==> config.mk <==
export PLATFORM = sky130hd
export DESIGN_NAME = gpu_rect_loader
export DESIGN_NICKNAME = d
export VERILOG_FILES = /design/src/rtl/gpu_pkg.sv /design/src/rtl/sat_add16.sv /design/src/rtl/gpu_rect_loader.sv
export SDC_FILE = /design/constraint.sdc
export NUM_CORES = 1
export LEC_CHECK = 0
export CAP_MARGIN = 0
export CORE_MARGIN = 2
export CORE_UTILIZATION = 52
export DETAILED_ROUTE_END_ITERATION = 8
export PLACE_DENSITY = 0.86
export SLEW_MARGIN = 20
export SYNTH_ARGS = -nofsm -noshare
export SYNTH_HDL_FRONTEND = slang
export SYNTH_SLANG_ARGS = --single-unit
export TNS_END_PERCENT = 1
==> constraint.sdc <==
create_clock -name clk -period 3.8 [get_ports clk]
set_clock_uncertainty 0.05 [all_clocks]
set_input_delay 0.76 -clock clk [delete_from_list [all_inputs] [get_ports clk]]
set_output_delay 0.76 -clock clk [all_outputs]
set_load 0.02 [all_outputs]
==> src/rtl/gpu_pkg.sv <==
// gpu_pkg: shared definitions for the GPU rectangle loader.
//   RECT_WORDS    - words per rectangle record in CPU data memory
//   F_X..F_COLOR  - word offsets of each field inside a record
//   state_t       - loader FSM states
//   coll_entry_t  - layout of one collisions BRAM word, MSB first
package gpu_pkg;

  localparam int RECT_WORDS = 5;

  localparam int F_X     = 0;
  localparam int F_Y     = 1;
  localparam int F_W     = 2;
  localparam int F_H     = 3;
  localparam int F_COLOR = 4;

  typedef enum logic [1:0] {
    IDLE   = 2'd0,
    FETCH  = 2'd1,
    COMMIT = 2'd2,
    DONE   = 2'd3
  } state_t;

  typedef struct packed {
    logic [15:0] x;
    logic [15:0] y;
    logic [15:0] x2;
    logic [15:0] y2;
  } coll_entry_t;

endpackage

==> src/rtl/sat_add16.sv <==
// sat_add16: 16-bit unsigned adder that clamps at 16'hFFFF instead of wrapping.
//   a, b : operands
//   y    : a + b, or 16'hFFFF on carry out
module sat_add16 (
  input  logic [15:0] a,
  input  logic [15:0] b,
  output logic [15:0] y
);

  logic [16:0] sum;

  assign sum = {1'b0, a} + {1'b0, b};
  assign y   = sum[16] ? 16'hFFFF : sum[15:0];

endmodule

==> src/rtl/gpu_rect_loader.sv <==
// gpu_rect_loader: on each frame-load request, copies RECT_COUNT rectangle
// records (x, y, w, h, color) from CPU data memory into the GPU collisions
// and colors BRAMs. Each rectangle takes 6 cycles: 5 reads, 1 commit.
//   clk, rst_n           - clock, async active-low reset
//   start                - one-cycle load request (ignored unless idle)
//   mem_rd_addr/en/data  - CPU data-memory read port, 1-cycle read latency
//   coll_we/addr/din     - collisions BRAM write port ({x, y, x2, y2})
//   color_we/addr/din    - colors BRAM write port
//   busy                 - high during FETCH/COMMIT
//   done                 - one-cycle pulse when the last rectangle is written
module gpu_rect_loader
  import gpu_pkg::*;
#(
  parameter logic [15:0] BASE_ADDR        = 16'h0000,
  parameter int          RECT_COUNT       = 64,
  parameter int          COLL_ADDR_WIDTH  = 10,
  parameter int          COLOR_ADDR_WIDTH = 6
) (
  input  logic                        clk,
  input  logic                        rst_n,
  input  logic                        start,
  output logic [15:0]                 mem_rd_addr,
  output logic                        mem_rd_en,
  input  logic [15:0]                 mem_rd_data,
  output logic                        coll_we,
  output logic [COLL_ADDR_WIDTH-1:0]  coll_addr,
  output logic [63:0]                 coll_din,
  output logic                        color_we,
  output logic [COLOR_ADDR_WIDTH-1:0] color_addr,
  output logic [15:0]                 color_din,
  output logic                        busy,
  output logic                        done
);

  localparam int            IW   = (RECT_COUNT > 1) ? $clog2(RECT_COUNT) : 1;
  localparam logic [IW-1:0] LAST = IW'(RECT_COUNT - 1);

  state_t             state, nxt;
  logic [2:0]         k;        // word index within the current record
  logic [IW-1:0]      ri;       // rectangle index
  logic [15:0]        base;     // address of word 0 of the current record
  logic [3:0][15:0]   fld;      // captured x, y, w, h
  logic [1:0]         cap_idx;
  logic [15:0]        x2, y2;
  coll_entry_t        ent;

  // Word k-1 is on mem_rd_data during FETCH cycle k.
  assign cap_idx = 2'(k - 3'd1);

  sat_add16 u_add_x (.a(fld[F_X]), .b(fld[F_W]), .y(x2));
  sat_add16 u_add_y (.a(fld[F_Y]), .b(fld[F_H]), .y(y2));

  assign ent = '{x: fld[F_X], y: fld[F_Y], x2: x2, y2: y2};

  always_ff @(posedge clk or negedge rst_n) begin
    if (!rst_n) state <= IDLE;
    else        state <= nxt;
  end

  always_ff @(posedge clk or negedge rst_n) begin
    if (!rst_n) begin
      k    <= '0;
      ri   <= '0;
      base <= '0;
      fld  <= '0;
    end else begin
      case (state)
        IDLE: if (start) begin
          k    <= '0;
          ri   <= '0;
          base <= BASE_ADDR;
        end
        FETCH: begin
          if (k != 3'd0) fld[cap_idx] <= mem_rd_data;
          k <= (k == 3'(F_COLOR)) ? 3'd0 : k + 3'd1;
        end
        COMMIT: if (ri != LAST) begin
          ri   <= ri + IW'(1);
          base <= base + 16'(RECT_WORDS);
        end
        default: ;
      endcase
    end
  end

  always_comb begin
    nxt = state;
    case (state)
      IDLE:    if (start) nxt = FETCH;
      FETCH:   if (k == 3'(F_COLOR)) nxt = COMMIT;
      COMMIT:  nxt = (ri == LAST) ? DONE : FETCH;
      DONE:    nxt = IDLE;
      default: nxt = IDLE;
    endcase
  end

  // Outputs are decoded from state and forced to zero outside their active
  // state, so reset (state IDLE, registers cleared) drives every output low.
  always_comb begin
    mem_rd_en   = 1'b0;
    mem_rd_addr = '0;
    coll_we     = 1'b0;
    coll_addr   = '0;
    coll_din    = '0;
    color_we    = 1'b0;
    color_addr  = '0;
    color_din   = '0;
    busy        = 1'b0;
    done        = 1'b0;
    case (state)
      FETCH: begin
        busy        = 1'b1;
        mem_rd_en   = 1'b1;
        mem_rd_addr = base + 16'(k);
      end
      COMMIT: begin
        busy       = 1'b1;
        coll_we    = 1'b1;
        color_we   = 1'b1;
        coll_addr  = COLL_ADDR_WIDTH'(ri);
        color_addr = COLOR_ADDR_WIDTH'(ri);
        coll_din   = ent;
        // color word is the read issued in the last FETCH cycle
        color_din  = mem_rd_data;
      end
      DONE:    done = 1'b1;
      default: ;
    endcase
  end

endmodule

==> impl_metrics.xml, run 1 <==
<?xml version="1.0" encoding="UTF-8"?>
<metrics>
  <group name="yosys">
    <metric name="synthTopCellsByArea" unit="">sky130_fd_sc_hd__dfrtp_1 (36%), sky130_fd_sc_hd__mux2_2 (11%), sky130_fd_sc_hd__ha_1 (9.0%), sky130_fd_sc_hd__and2_1 (6.7%), sky130_fd_sc_hd__xnor2_1 (3.3%)</metric>
    <metric name="synthDominantCellAreaShare" unit="%">35.5</metric>
    <metric name="ys_seq_elements" unit="">91</metric>
    <metric name="asyncSetResetFlopFracSynth" unit="%">100</metric>
    <metric name="synth.cell_area" unit="sq um">6410</metric>
    <metric name="cell_taking_the_most_area_after_synthesis" unit="">sky130_fd_sc_hd__dfrtp_1</metric>
    <metric name="number_of_synthesized_flops_with_an_enable_pin" unit="">0</metric>
    <metric name="ys.flop_type" unit="">sky130_fd_sc_hd__dfrtp_1</metric>
    <metric name="synthesis.yosys.warnings" unit="">0</metric>
    <metric name="synthDistinctLibCells" unit="">60</metric>
    <metric name="synth.yosys.seq_area_share" unit="%">35.5</metric>
    <metric name="postSynthCellCount" unit="">664</metric>
    <metric name="synth.avg_cell_area" unit="sq um">9.66</metric>
  </group>
  <group name="global_route">
    <metric name="grt_antenna_before_repair" unit="">0</metric>
    <metric name="grt_usage" unit="%">26.4</metric>
    <metric name="overflow" unit="">0</metric>
    <metric name="vias_in_the_first_global_route" unit="">5645</metric>
    <metric name="pin_count_of_the_biggest_net_entering_global_routing" unit="">48</metric>
    <metric name="grt_pass1_wl" unit="um">28200</metric>
  </group>
  <group name="clocking">
    <metric name="cts_made_buffers" unit="">9</metric>
    <metric name="cts.sinks" unit="">91</metric>
    <metric name="number_of_buffers_on_the_longest_clock_path" unit="">2</metric>
    <metric name="postCtsHoldBufs" unit="">0</metric>
    <metric name="cts_tree" unit="">yes</metric>
    <metric name="clock_insertion_delay_worst_skew" unit="ps">340</metric>
    <metric name="htree_levels" unit="">3</metric>
    <metric name="clk_transition_reported_paths" unit="ps">70</metric>
    <metric name="clockRootBuffer" unit="">sky130_fd_sc_hd__clkbuf_16</metric>
  </group>
  <group name="worst_setup_path">
    <metric name="critical_path_peak_fanout" unit="">6</metric>
    <metric name="worst_ep_required_time" unit="ps">2990</metric>
    <metric name="setup.worst_path.class" unit="">reg2out</metric>
    <metric name="endpoint_kind" unit="">output port</metric>
    <metric name="timing.critical_path.arrival" unit="ps">2950</metric>
    <metric name="crit_path_start_kind" unit="">register</metric>
  </group>
  <group name="floorplan">
    <metric name="start_util" unit="%">53.4</metric>
    <metric name="core_area" unit="sq um">12000</metric>
    <metric name="die_height" unit="um">115</metric>
    <metric name="floorplan.io_pins" unit="">136</metric>
    <metric name="dieWidth" unit="um">115</metric>
    <metric name="die-area" unit="sq um">13200</metric>
    <metric name="rows" unit="">40</metric>
  </group>
  <group name="detailed_routing">
    <metric name="detailedRoute.firstIterationViolations" unit="">393</metric>
    <metric name="drt_first_pass_iters" unit="">5</metric>
    <metric name="vias_per_cell" unit="">5.88</metric>
    <metric name="drt.antenna.violating_nets" unit="">0</metric>
    <metric name="drcViolationCount" unit="">0</metric>
    <metric name="routed_wire_length_per_instance" unit="um">17.8</metric>
    <metric name="dr_total_vias" unit="">5609</metric>
    <metric name="finalWirelength" unit="um">17000</metric>
  </group>
  <group name="status">
    <metric name="outcome" unit="">finished, final reports clean</metric>
  </group>
  <group name="sta">
    <metric name="slew_violations" unit="">0</metric>
    <metric name="timing_worst_slew_pin_value" unit="ps">877</metric>
    <metric name="rsz0062_at_grt" unit="">yes</metric>
    <metric name="final.period_utilization" unit="%">98.9</metric>
    <metric name="relSlewSlack" unit="%">41.4</metric>
    <metric name="number_of_hold_violations_in_the_final_report" unit="">0</metric>
    <metric name="setup-violations-final" unit="">0</metric>
    <metric name="tns" unit="ps">0</metric>
    <metric name="maxClockFrequency" unit="MHz">266</metric>
    <metric name="period_minus_slack" unit="ps">3760</metric>
  </group>
  <group name="power">
    <metric name="vdd_drop_max" unit="mV">0.717</metric>
    <metric name="pwr_density_cell" unit="nW/um^2">1020</metric>
    <metric name="power_leakage" unit="uW">0.00363</metric>
    <metric name="total_power" unit="uW">8440</metric>
  </group>
  <group name="place">
    <metric name="post_dp_hpwl" unit="um">12300</metric>
    <metric name="globalplace.congestion" unit="">0.889</metric>
    <metric name="port_buffers" unit="">131</metric>
  </group>
  <group name="layout">
    <metric name="drive_gt1_share" unit="%">20.6</metric>
    <metric name="antenna_cells" unit="">0</metric>
    <metric name="flow.area_growth_from_synthesis" unit="%">28.9</metric>
    <metric name="nets" unit="">870</metric>
    <metric name="fillCellCount" unit="">890</metric>
  </group>
  <group name="min_path">
    <metric name="hold_class" unit="">in2async</metric>
  </group>
  <group name="job">
    <metric name="maxCapViolCount" unit="">0</metric>
  </group>
</metrics>
[sequential cells by signal (all words and copies together) (netlist names)]
register and cells:
base 16, ent 32, fld 32, k 3, ri 6, state 2
[critical path, cell delays in order, from the launching register on]
cell	delay (ps)
sky130_fd_sc_hd__dfrtp_1	390
sky130_fd_sc_hd__ha_2	220
sky130_fd_sc_hd__fa_2	420
sky130_fd_sc_hd__a211oi_4	280
sky130_fd_sc_hd__o21ai_2	80
sky130_fd_sc_hd__nor2b_2	170
sky130_fd_sc_hd__nor3_2	150
sky130_fd_sc_hd__buf_4	170
sky130_fd_sc_hd__o31ai_4	70
sky130_fd_sc_hd__buf_4	190
sky130_fd_sc_hd__o21a_1	190
sky130_fd_sc_hd__clkdlybuf4s15_1	280
[what timing repair did]
action | 4_1_cts | 5_1_grt
buffers inserted | 4 | 0
gates cloned | 1 | 0
gates resized for setup | 94 | 36
pin swaps | 4 | 6
setup endpoints to repair | 36 | 32
[final timing paths]
path	start	endpoint	slack, ps	cells after the start
max in group asynchronous	rst_n	k[0]$_DFFE_PN0P_	2500	2
hold reg to reg	fld[60]$_DFFE_PN0P_	fld[60]$_DFFE_PN0P_	470	1
hold / removal	rst_n	fld[59]$_DFFE_PN0P_	380	1
setup / recovery	fld[48]$_DFFE_PN0P_	coll_din[3]	40	11
setup reg to reg	state[0]$_DFFE_PN0P_	ri[4]$_DFFE_PN0P_	870	9
min in group clk	fld[60]$_DFFE_PN0P_	fld[60]$_DFFE_PN0P_	470	1
[synthesized netlist by cell type (all sizes together), types with 2 or more instances]
cell	number
nand3	17
or3	2
xor2	15
nor4	4
a311o	3
clkbuf	27
ha	46
nor3	15
o211ai	3
a22o	2
nor2	22
nor2b	7
nor3b	2
o31ai	6
a2111oi	4
xnor2	24
and2	69
nand2	44
a311oi	4
o31a	2
nand3b	2
a21oi	38
a32o	2
o21a	20
dfrtp	91
buf	14
mux2	64
a21o	14
a21boi	3
nand4	5
nand2b	2
a31oi	3
o21ai	33
and3	5
mux2i	2
o22ai	3
nor4b	2
a221o	2
fa	3
inv	14
o21bai	4
or2	3
a211oi	6
[power breakdown]
group / internal [uW] / switching, uW / leakage, uW
clock: 566 / 373 / 0.000156
combinational: 2620 / 3190 / 0.00236
sequential: 1360 / 328 / 0.00111
total: 4550 / 3890 / 0.00363
[cell families after synthesis]
family | Yosys count | share of synthesized area (%)
fa+ha+maj | 49 | 9.91
mux | 66 | 11.5
xor+xnor | 39 | 5.33
other cells | 1 | 0.0585
simple gates | 202 | 16.7
buf+inv | 55 | 4.00
flops | 91 | 35.5
compound gates | 161 | 17.0
[final cells by class]
cell class	instances	area, sq um	area share [%]
Multi-Input combinational cell	522	4010	48.5
Sequential cell	91	2280	27.6
Timing Repair Buffer	164	1430	17.3
Clock buffer	13	270	3.27
Tap cell	147	184	2.23
Inverter	14	52.6	0.636
Clock inverter	3	43.8	0.530
[placed cells by master (no fill, tap or decap), drive strengths merged, types with 4 or more instances in the layout]
| cell type | count |
|---|---|
| inv | 15 |
| nor2b | 7 |
| nand2 | 44 |
| conb | 4 |
| a211oi | 6 |
| xnor2 | 24 |
| nand3 | 17 |
| o21a | 20 |
| nand4 | 5 |
| ha | 46 |
| and2 | 69 |
| dfrtp | 91 |
| mux2 | 64 |
| nor3 | 15 |
| dlygate4sd2 | 7 |
| clkbuf | 24 |
| nor2 | 22 |
| o21ai | 33 |
| a311oi | 4 |
| clkdlybuf4s50 | 94 |
| and3 | 5 |
| buf | 48 |
| a21o | 14 |
| a2111oi | 4 |
| o31ai | 7 |
| xor2 | 15 |
| a21oi | 38 |
| o21bai | 4 |
| nor4 | 4 |
[per-layer routing]
layer | global-route usage, % | routed length, um
met1 | 35.5 | 7560
met2 | 44.4 | 8430
met3 | 3.53 | 660
met4 | 8.76 | 309
met5 | 0 | 0
[stage by stage]
step           hold WS [ps]  area (sq um)  cells  setup slack [ps]  utilization, %
5_1_grt                 421          8270    954             -68.5            68.8
3_3_place_gp            444          7940    933              -119            66.1
2_1_floorplan           414          6420    667               334               -
6_report                383          8270    954              42.1            68.8
3_5_place_dp            451          7940    933              -147            66.1
4_1_cts                 389          8270    954             -44.8            68.8
(Power assumes the default switching activity.)
==> run 2, diff against run 1 <==
CORE_MARGIN = 1   (was 2)
==> run 2 against run 1 <==
  * Wire length shrank 0.91%
  * Combinational power is 0.9% lower
  * Fmax shrank 1.0%
  * Count of clock-buffer cells in the layout down 3
  * Design area grew 0.35%
  * First-iteration DRC count fell by 12%
  * Non-clock buffer count shrank 3
  * Register-to-register slack better by 180 ps
  * Via count is 0.29% lower
  * Critical endpoint is now coll_din[21]
  * Die area shrank 3.4%
  * Total power fell by 0.26%
  * Sequential share of layout area shrank 0.096 points
==> impl_metrics.xml, run 2 (same netlist as run 1, synthesis figures left out) <==
<?xml version="1.0" encoding="UTF-8"?>
<metrics>
  <group name="clocking">
    <metric name="htree_levels" unit="">3</metric>
    <metric name="postCtsHoldBufs" unit="">0</metric>
    <metric name="cts_made_buffers" unit="">9</metric>
    <metric name="cts_tree" unit="">yes</metric>
    <metric name="number_of_buffers_on_the_longest_clock_path" unit="">2</metric>
    <metric name="clockRootBuffer" unit="">sky130_fd_sc_hd__clkbuf_16</metric>
    <metric name="clk_transition_reported_paths" unit="ps">60</metric>
    <metric name="cts.sinks" unit="">91</metric>
    <metric name="clock_insertion_delay_worst_skew" unit="ps">350</metric>
  </group>
  <group name="global_route">
    <metric name="use_met1" unit="%">35.1</metric>
    <metric name="grt_usage" unit="%">26.7</metric>
    <metric name="gr-max-usage-layer" unit="">met2</metric>
    <metric name="grt_pass1_wl" unit="um">27200</metric>
    <metric name="pin_count_of_the_biggest_net_entering_global_routing" unit="">79</metric>
    <metric name="gr-usage-met2" unit="%">44.8</metric>
    <metric name="vias_in_the_first_global_route" unit="">5484</metric>
    <metric name="overflow" unit="">0</metric>
    <metric name="global_route.usage.met3" unit="%">4.12</metric>
    <metric name="grt_antenna_before_repair" unit="">0</metric>
  </group>
  <group name="detailed_routing">
    <metric name="finalWirelength" unit="um">16800</metric>
    <metric name="drcViolationCount" unit="">0</metric>
    <metric name="detailedRoute.firstIterationViolations" unit="">345</metric>
    <metric name="drt.antenna.violating_nets" unit="">0</metric>
    <metric name="vias_per_cell" unit="">5.89</metric>
    <metric name="dr_total_vias" unit="">5593</metric>
    <metric name="routed_wire_length_per_instance" unit="um">17.7</metric>
    <metric name="drt_first_pass_iters" unit="">7</metric>
  </group>
  <group name="sta">
    <metric name="number_of_hold_violations_in_the_final_report" unit="">0</metric>
    <metric name="final.period_utilization" unit="%">99.9</metric>
    <metric name="maxClockFrequency" unit="MHz">263</metric>
    <metric name="period_minus_slack" unit="ps">3800</metric>
    <metric name="slew_violations" unit="">0</metric>
    <metric name="timing_worst_slew_pin_value" unit="ps">891</metric>
    <metric name="timing.hold.ws" unit="ps">280</metric>
    <metric name="rsz0062_at_grt" unit="">yes</metric>
    <metric name="relSlewSlack" unit="%">40.4</metric>
    <metric name="setup-violations-final" unit="">0</metric>
  </group>
  <group name="layout">
    <metric name="most-common-layout-cells" unit="">sky130_fd_sc_hd__clkdlybuf4s50_1 (96), sky130_fd_sc_hd__dfrtp_1 (90), sky130_fd_sc_hd__and2_1 (69)</metric>
    <metric name="flow.area_growth_from_synthesis" unit="%">29.3</metric>
    <metric name="antenna_cells" unit="">0</metric>
    <metric name="sequential_cell_area" unit="sq um">2280</metric>
    <metric name="fillCellCount" unit="">859</metric>
    <metric name="final-instance-count-excl-fill" unit="">950</metric>
    <metric name="multi_input_area" unit="sq um">3980</metric>
    <metric name="drive_gt1_share" unit="%">19.1</metric>
    <metric name="nets" unit="">866</metric>
    <metric name="most_common_cell_after_layout_fill_and_taps_aside" unit="">sky130_fd_sc_hd__clkdlybuf4s50_1</metric>
  </group>
  <group name="place">
    <metric name="globalplace.congestion" unit="">0.869</metric>
    <metric name="port_buffers" unit="">131</metric>
    <metric name="placed_cells" unit="">931</metric>
    <metric name="post_dp_hpwl" unit="um">12000</metric>
  </group>
  <group name="floorplan">
    <metric name="start_util" unit="%">53.4</metric>
    <metric name="floorplan.io_pins" unit="">136</metric>
    <metric name="core_area" unit="sq um">12000</metric>
    <metric name="die-area" unit="sq um">12800</metric>
    <metric name="dieWidth" unit="um">113</metric>
    <metric name="die_height" unit="um">113</metric>
    <metric name="rows" unit="">40</metric>
  </group>
  <group name="worst_setup_path">
    <metric name="timing.critical_path.arrival" unit="ps">2990</metric>
    <metric name="critical_path_s_largest_stage_delay" unit="ps">410</metric>
    <metric name="critical-path-slowest-cell" unit="">sky130_fd_sc_hd__dfrtp_1</metric>
    <metric name="path_buf_inv" unit="">3</metric>
    <metric name="cp_top_family" unit="">compound AO/OA/AOI/OAI gates</metric>
    <metric name="crit_path_start_kind" unit="">register</metric>
    <metric name="worst_ep_required_time" unit="ps">2990</metric>
    <metric name="endpoint_kind" unit="">output port</metric>
    <metric name="critPathLaunch" unit="">ent[48]$_DFFE_PN0P_</metric>
    <metric name="worstReg2RegStart" unit="">state[0]$_DFFE_PN0P_</metric>
    <metric name="cpMostUsedCell" unit="">sky130_fd_sc_hd__buf_2</metric>
    <metric name="setup.worst_path.class" unit="">reg2out</metric>
    <metric name="cp_cell_sequence" unit="">ha_2 &gt; fa_2 &gt; a21o_1 &gt; a311o_1 &gt; a21oi_2 &gt; o21ai_2 &gt; buf_4 &gt; a311oi_2 &gt; buf_2 &gt; a21oi_1 &gt; buf_2</metric>
    <metric name="critical_path_peak_fanout" unit="">5</metric>
  </group>
  <group name="job">
    <metric name="maxCapViolCount" unit="">0</metric>
  </group>
  <group name="status">
    <metric name="outcome" unit="">finished, final reports clean</metric>
  </group>
  <group name="power">
    <metric name="vdd_drop_max" unit="mV">0.788</metric>
    <metric name="pwr_density_cell" unit="nW/um^2">1020</metric>
    <metric name="power_leakage" unit="uW">0.00361</metric>
  </group>
  <group name="min_path">
    <metric name="hold_class" unit="">in2async</metric>
  </group>
</metrics>
run 2: cell count changes in the layout (fill, tap and decap cells not counted), sizes merged:
cell / change
buf: -5
bufinv: +1
clkbuf: -13
clkdlybuf4s15: +5
clkdlybuf4s50: +2
clkinvlp: +2
dlygate4sd2: +6
dlymetal6s2s: -1
o31ai: -1
run 2: layout make-up:
| class | count | share of cell area [%] |
|---|---|---|
| multi-input combinational | 521 | 48.0 |
| sequential | 91 | 27.5 |
| timing repair buffer | 161 | 17.9 |
| clock buffer | 10 | 2.76 |
| tap | 147 | 2.22 |
| clock inverter | 6 | 1.07 |
| inverter | 14 | 0.634 |
run 2: where the power goes:
group,switching (uW),internal [uW]
sequential,328,1360
clock,388,578
combinational,3140,2620
run 2: worst paths after layout:
kind	end	slack (ps)	depth (start not counted)
max in group asynchronous	fld[41]$_DFFE_PN0P_	2660	2
hold / removal	base[7]$_DFFE_PN0P_	280	1
hold reg to reg	fld[47]$_DFFE_PN0P_	470	1
setup reg to reg	base[14]$_DFFE_PN0P_	1050	9
min in group clk	fld[47]$_DFFE_PN0P_	470	1
setup / recovery	coll_din[21]	4	11
run 2: timing repair:
item / 4_1_cts / 5_1_grt
buffers inserted: 2 / 0
pin swaps: 3 / 3
endpoints found under the setup margin: 36 / 32
cloned: 0 / 1
gates resized for setup: 92 / 16
endpoints found under the hold margin: 0 / 0
run 2: routing by layer:
layer / vias up / part of all wire, %
li1: 2640 / -
met1: 2717 / 43
met2: 199 / 49
met3: 37 / 4.7
met4: 0 / 2.7
met5: - / 0
run 2: through the flow:
step,total power [uW],util (%),area [sq um],TNS [ps],worst slack [ps]
after floorplan,5340,-,6420,0,334
after global placement,7000,66.1,7940,-284,-118
after detailed placement,7190,66.1,7940,-3280,-205
after CTS,8270,68.8,8260,-94.7,-46.4
after global routing,9010,69.1,8290,-1240,-108
final,8420,69.1,8290,0,4.14
